## config.mk

```make
export PLATFORM = sky130hd
export DESIGN_NAME = uart_host_bridge
export DESIGN_NICKNAME = d
export VERILOG_FILES = /design/src/rtl/uart_host_bridge.sv
export SDC_FILE = /design/constraint.sdc
export NUM_CORES = 1
export LEC_CHECK = 0
export ABC_AREA = 1
export CAP_MARGIN = 40
export CELL_PAD_IN_SITES_DETAIL_PLACEMENT = 1
export CELL_PAD_IN_SITES_GLOBAL_PLACEMENT = 2
export CORE_ASPECT_RATIO = 0.8
export CORE_MARGIN = 2
export CORE_UTILIZATION = 35
export DETAILED_ROUTE_END_ITERATION = 12
export GPL_TIMING_DRIVEN = 0
export MAX_ROUTING_LAYER = met4
export PLACE_DENSITY_LB_ADDON = 0.1
export SLEW_MARGIN = 5
export SYNTH_ARGS = -nofsm -noshare
export SYNTH_HDL_FRONTEND = slang
export SYNTH_SLANG_ARGS = --single-unit
```

## constraint.sdc

```tcl
create_clock -name clk -period 3.4 [get_ports clk]
set_input_delay 0.68 -clock clk [delete_from_list [all_inputs] [get_ports clk]]
set_output_delay 0.68 -clock clk [all_outputs]
set_load 0.02 [all_outputs]
```

## src/rtl/uart_host_bridge.sv

```systemverilog
// rtl/uart_host_bridge.sv - host-side UART link: stream words to/from 8N1 serial characters
`timescale 1ns/1ps

module uart_host_bridge #(
    parameter real CLK_FREQ   = 100.0e6,
    parameter int  BAUD_RATE  = 115_200,
    parameter int  INP_WIDTH  = 8,
    parameter int  OUT_WIDTH  = 8,
    parameter int  RX_TIMEOUT = 0
) (
    input  logic                 clk,
    input  logic                 rst,
    input  logic [INP_WIDTH-1:0] s_axis_tdata,
    input  logic                 s_axis_tvalid,
    output logic                 s_axis_tready,
    output logic [OUT_WIDTH-1:0] m_axis_tdata,
    output logic                 m_axis_tvalid,
    input  logic                 m_axis_tready,
    output logic                 txd,
    input  logic                 rxd,
    output logic                 tx_busy,
    output logic                 rx_busy,
    output logic                 rx_error
);

    localparam int BIT_CLKS  = $rtoi(CLK_FREQ / BAUD_RATE);
    localparam int HALF_CLKS = BIT_CLKS / 2;
    localparam int CW        = $clog2(BIT_CLKS + 1);
    localparam int TX_BYTES  = (INP_WIDTH + 7) / 8;
    localparam int TXW       = TX_BYTES * 8;
    localparam int TX_IW     = (TX_BYTES > 1) ? $clog2(TX_BYTES) : 1;
    localparam int RX_BYTES  = (OUT_WIDTH + 7) / 8;
    localparam int RXW       = RX_BYTES * 8;
    localparam int RX_IW     = (RX_BYTES > 1) ? $clog2(RX_BYTES) : 1;
    localparam int TO_CLKS   = RX_TIMEOUT * 10 * BIT_CLKS;
    localparam int TO_W      = $clog2(TO_CLKS + 2);

    generate
        if (BIT_CLKS < 8) begin : g_bad_baud
            $error("uart_host_bridge: CLK_FREQ/BAUD_RATE must be at least 8");
        end
    endgenerate

    // ---------------- TX ----------------
    typedef enum logic [1:0] {TX_IDLE, TX_START, TX_DATA, TX_STOP} tx_state_t;

    tx_state_t        tx_state, tx_state_nxt;
    logic [CW-1:0]    tx_cnt;
    logic [2:0]       tx_bit;
    logic [TX_IW-1:0] tx_idx;
    logic [TXW-1:0]   tx_shift;
    logic             tx_bit_end;
    logic             tx_last_byte;

    assign tx_bit_end    = (tx_cnt == CW'(BIT_CLKS - 1));
    assign tx_last_byte  = (tx_idx == TX_IW'(TX_BYTES - 1));
    assign s_axis_tready = (tx_state == TX_IDLE);
    assign tx_busy       = (tx_state != TX_IDLE);

    always_comb begin
        tx_state_nxt = tx_state;
        txd          = 1'b1;
        case (tx_state)
            TX_IDLE: begin
                if (s_axis_tvalid) tx_state_nxt = TX_START;
            end
            TX_START: begin
                txd = 1'b0;
                if (tx_bit_end) tx_state_nxt = TX_DATA;
            end
            TX_DATA: begin
                txd = tx_shift[0];
                if (tx_bit_end && tx_bit == 3'd7) tx_state_nxt = TX_STOP;
            end
            TX_STOP: begin
                if (tx_bit_end) tx_state_nxt = tx_last_byte ? TX_IDLE : TX_START;
            end
            default: tx_state_nxt = TX_IDLE;
        endcase
    end

    // The shift register moves one bit per data bit, so after eight shifts the next byte sits at the bottom.
    always_ff @(posedge clk) begin
        if (rst) begin
            tx_state <= TX_IDLE;
            tx_cnt   <= '0;
            tx_bit   <= '0;
            tx_idx   <= '0;
            tx_shift <= '0;
        end else begin
            tx_state <= tx_state_nxt;
            if (tx_state == TX_IDLE) begin
                tx_cnt <= '0;
                tx_bit <= '0;
                tx_idx <= '0;
                if (s_axis_tvalid) tx_shift <= TXW'(s_axis_tdata);
            end else if (tx_bit_end) begin
                tx_cnt <= '0;
                if (tx_state == TX_DATA) begin
                    tx_shift <= tx_shift >> 1;
                    tx_bit   <= tx_bit + 3'd1;
                end
                if (tx_state == TX_STOP && !tx_last_byte) tx_idx <= tx_idx + 1'b1;
            end else begin
                tx_cnt <= tx_cnt + 1'b1;
            end
        end
    end

    // ---------------- RX ----------------
    typedef enum logic [1:0] {RX_IDLE, RX_START, RX_DATA, RX_STOP} rx_state_t;

    rx_state_t        rx_state, rx_state_nxt;
    logic             rxd_meta, rxd_sync;
    logic [CW-1:0]    rx_cnt;
    logic [2:0]       rx_bit;
    logic [7:0]       rx_byte;
    logic [RX_IW-1:0] rx_idx;
    logic [RXW-1:0]   rx_word;
    logic [RXW-1:0]   rx_full;
    logic [TO_W-1:0]  rx_to_cnt;
    logic             rx_half_end, rx_bit_end, rx_cnt_clr;
    logic             rx_stop_sample, rx_good, rx_frame_err, rx_last_slot, rx_timeout_hit;

    assign rx_half_end    = (rx_cnt == CW'(HALF_CLKS - 1));
    assign rx_bit_end     = (rx_cnt == CW'(BIT_CLKS - 1));
    assign rx_cnt_clr     = (rx_state == RX_IDLE) || ((rx_state == RX_START) ? rx_half_end : rx_bit_end);
    assign rx_stop_sample = (rx_state == RX_STOP) && rx_bit_end;
    assign rx_good        = rx_stop_sample && rxd_sync;
    assign rx_frame_err   = rx_stop_sample && !rxd_sync;
    assign rx_last_slot   = (rx_idx == RX_IW'(RX_BYTES - 1));
    assign rx_timeout_hit = (RX_TIMEOUT > 0) && (rx_state == RX_IDLE) && (rx_idx != '0)
                            && (rx_to_cnt == TO_W'(TO_CLKS - 1));
    assign rx_busy        = (rx_state != RX_IDLE);

    always_comb begin
        rx_full = rx_word;
        rx_full[{rx_idx, 3'b000} +: 8] = rx_byte;
    end

    always_comb begin
        rx_state_nxt = rx_state;
        case (rx_state)
            RX_IDLE:  if (!rxd_sync) rx_state_nxt = RX_START;
            RX_START: if (rx_half_end) rx_state_nxt = rxd_sync ? RX_IDLE : RX_DATA;
            RX_DATA:  if (rx_bit_end && rx_bit == 3'd7) rx_state_nxt = RX_STOP;
            RX_STOP:  if (rx_bit_end) rx_state_nxt = RX_IDLE;
            default:  rx_state_nxt = RX_IDLE;
        endcase
    end

    always_ff @(posedge clk) begin
        if (rst) begin
            rxd_meta      <= 1'b1;
            rxd_sync      <= 1'b1;
            rx_state      <= RX_IDLE;
            rx_cnt        <= '0;
            rx_bit        <= '0;
            rx_byte       <= '0;
            rx_idx        <= '0;
            rx_word       <= '0;
            rx_to_cnt     <= '0;
            m_axis_tdata  <= '0;
            m_axis_tvalid <= 1'b0;
            rx_error      <= 1'b0;
        end else begin
            rxd_meta <= rxd;
            rxd_sync <= rxd_meta;
            rx_state <= rx_state_nxt;
            rx_cnt   <= rx_cnt_clr ? '0 : rx_cnt + 1'b1;

            if (rx_state == RX_START) rx_bit <= '0;
            if (rx_state == RX_DATA && rx_bit_end) begin
                rx_byte <= {rxd_sync, rx_byte[7:1]};
                rx_bit  <= rx_bit + 3'd1;
            end

            if (RX_TIMEOUT > 0 && rx_state == RX_IDLE && rx_idx != '0 && !rx_timeout_hit)
                rx_to_cnt <= rx_to_cnt + 1'b1;
            else
                rx_to_cnt <= '0;

            if (m_axis_tvalid && m_axis_tready) m_axis_tvalid <= 1'b0;

            // A bad stop bit drops the byte and realigns to slot 0; a full word into a held register is an overrun.
            if (rx_frame_err) begin
                rx_error <= 1'b1;
                rx_idx   <= '0;
            end else if (rx_good) begin
                if (rx_last_slot) begin
                    rx_idx <= '0;
                    if (!m_axis_tvalid || m_axis_tready) begin
                        m_axis_tdata  <= OUT_WIDTH'(rx_full);
                        m_axis_tvalid <= 1'b1;
                    end else begin
                        rx_error <= 1'b1;
                    end
                end else begin
                    rx_word[{rx_idx, 3'b000} +: 8] <= rx_byte;
                    rx_idx <= rx_idx + 1'b1;
                end
            end else if (rx_timeout_hit) begin
                rx_idx <= '0;
            end
        end
    end

endmodule

```

==> flow_metrics.py <==
metrics = {
    "cts": {
        "cts_num_sinks": 59,
        "clk_pin_slew_worst_paths_ns": 0.07,
        "cts_root_buf": "clkbuf_8",
        "htree_levels": 3,
        "cts_tree": "done",
        "cts_resized": 0,
        "postCtsSetupBuffers": 0,
        "cts_inserted_buffers": 9,
        "hold_buffers": 0,
        "worstSkewPairLatency_ns": 0.34,
        "cts_buffer_depth": 2,
    },
    "critical_path": {
        "cp.required_ns": 2.72,
        "critical_path.max_fanout": 10,
        "path_class": "flip-flop to primary output",
        "cp.arrival_ns": 2.30,
        "start_kind": "flip-flop",
        "worstSetupEndpointType": "primary output",
    },
    "final_layout": {
        "drive_gt1_share_pct": 8.44,
        "final_area_mm2": 0.00322,
        "diodes": 0,
        "nNetsFinal": 424,
        "fill_cells": 943,
        "area_growth_pct": 21.2,
        "multi_input_area_mm2": 0.00128,
        "regArea_mm2": 0.00118,
    },
    "routing": {
        "drt_iter0_drc": 46,
        "ant_nets": 0,
        "vias": 2307,
        "routed_wl_um": 6010,
        "detail_route.first_pass.iterations": 4,
        "viasPerCell": 4.54,
        "drcViolationCount": 0,
        "wl_per_cell_um": 11.8,
    },
    "synth": {
        "async_flop_share_pct": 0,
        "synthesis.area_mm2": 0.00266,
        "avgSynthCellArea_um2": 7.31,
        "ys_seq_area_share_pct": 44.4,
        "yosysUniqueCellTypes": 27,
        "synth-edff-count": 0,
        "synthDominantCellAreaShare_pct": 44.4,
        "ys_top_cells_by_area": "dfxtp_1, nand2_1, nor2_1",
        "ys_ff_latch": 59,
        "synth.most_common_cell": "nand2_1",
        "synth_fp_nets": 388,
        "yosys.area.top_type": "dfxtp_1",
        "yosysWarnings": 0,
        "synthFlopType": "dfxtp_1",
        "synth_common_cells": "nand2_1, dfxtp_1, nor2_1",
        "synthCells": 364,
    },
    "place": {
        "gp_congestion": 0.750,
        "hpwl_um": 4300,
        "place_area_mm2": 0.00304,
        "io_buffers": 25,
    },
    "floorplanning": {
        "start_util_pct": 36.0,
        "core_region_area_mm2": 0.00739,
        "ioPinCount": 27,
        "placementRows": 28,
        "die_h_um": 82.0,
        "die_area_mm2": 0.00832,
        "die_w_um": 101,
    },
    "sta": {
        "max_slew_margin_pct": 59.4,
        "finalHoldViolCount": 0,
        "fin_skew_ns": 0.0121,
        "setup_violations": 0,
        "fmax_mhz": 335,
        "finalCritPeriodShare_pct": 87.7,
        "setup-tns-final_ns": 0,
        "period_needed_ns": 2.98,
        "tightestPinTransition_ns": 0.609,
        "rsz0062_at_grt": "no",
        "final_max_slew_viol_count": 0,
    },
    "power_and_ir_drop": {
        "powerDensity_mw_per_mm2": 576,
        "power.static_leakage_nw": 1.31,
        "ir_drop_v": 0.000503,
    },
    "global_routing": {
        "track_usage_pct": 16.6,
        "overflow": 0,
        "grt_pass1_vias": 2242,
        "grt_max_degree": 11,
        "antenna_found_initial": 0,
        "grt_pass1_wl_um": 10300,
    },
    "min_path": {
        "hold_path.class": "flip-flop to flip-flop",
    },
    "run": {
        "maxCapViolCount": 0,
    },
    "status": {
        "outcome": "finished, final reports clean",
    },
}
[report_power, final]
| part | leakage, nW | switching (mW) | internal, mW |
|---|---|---|---|
| registers | 0.478 | 0.0395 | 0.743 |
| clock network | 0.0950 | 0.271 | 0.348 |
| logic | 0.741 | 0.292 | 0.164 |
| total | 1.31 | 0.603 | 1.25 |
[path summary, 6_finish.rpt]
path / from / slack, ns / depth (start not counted) / to
worst min-delay path: rxd_meta / 0.42 / 1 / rxd_sync
worst max register to register: tx_state[0] / 1.42 / 8 / tx_shift[2]
worst max-delay path: tx_state[0] / 0.42 / 5 / tx_busy
worst min register to register: rxd_meta / 0.42 / 1 / rxd_sync
[per-layer routing]
layer | wire [um] | GRT usage [%]
met5 | 0 | -
met3 | 193 | 4.43
met2 | 2590 | 25.3
met1 | 3120 | 20.4
met4 | 99 | 8.24
[critical path, cell delays in order, from the launching register on]
cell and delay [ns]:
dfxtp_1 0.43, inv_1 0.09, ha_1 0.23, inv_1 0.07
clkbuf_1 0.42, clkdlybuf4s50_1 0.71
[kinds of logic (layout without fill, tap and decap cells)]
| logic type | Yosys count | in the layout | synth area share (%) |
|---|---|---|---|
| AOI/OAI and AO/OA | 41 | 41 | 7.90 |
| buffers and inverters | 50 | 89 | 7.52 |
| and+or+nand+nor | 194 | 194 | 32.1 |
| adders and majority gates | 11 | 11 | 5.17 |
| DFF | 59 | 59 | 44.4 |
| xor gates and xnor gates | 9 | 9 | 2.96 |
[layout by cell type, fill, tap and decap left out]
cell              n
a21oi_1          31
buf_2             1
nor2_4            1
buf_4             1
o211ai_1          1
a31oi_1           2
buf_6             1
nand3_1          24
o21ai_0           7
nand4_4           1
dfxtp_1          59
nand3b_1          1
bufinv_16         1
nor2_1           43
nor3b_1           2
clkdlybuf4s50_1  25
xnor2_1           2
clkinv_2          2
nand4_1           5
nor3_1            6
clkbuf_1          6
ha_1             11
nand2_2           6
or2_2             4
inv_2             2
inv_1            40
nand3_2           1
nor2_2            3
nand2_1          97
xor2_1            7
clkbuf_8         10
[through the flow]
step,hold slack [ns],util (%),cells,setup WS (ns),power (mW)
6_report,0.419,43.6,508,0.419,1.86
3_5_place_dp,0.398,41.2,494,0.778,1.26
4_1_cts,0.413,43.6,508,0.382,1.89
5_1_grt,0.429,43.6,508,0.264,1.98
2_1_floorplan,0.389,-,364,1.48,1.10
3_3_place_gp,0.403,41.2,494,0.776,1.25
[registers in the layout, indices dropped and copies added (netlist names), named ones only]
register / count
tx_cnt: 10
tx_bit: 3
rx_bit: 3
tx_shift: 8
tx_idx: 1
rxd_sync: 1
m_axis_tvalid: 1
rx_cnt: 10
m_axis_tdata: 8
rxd_meta: 1
rx_state: 1
rx_error: 1
rx_byte: 8
tx_state: 2
[cell type report]
class | instances | share of cell area, %
tap | 105 | 4.07
buffer | 8 | 1.32
multi-input combinational | 255 | 39.7
clock buffer | 11 | 4.38
sequential | 59 | 36.6
timing repair buffer | 25 | 7.76
clock inverter | 3 | 1.24
inverter | 42 | 4.89
(Power assumes the default switching activity.)
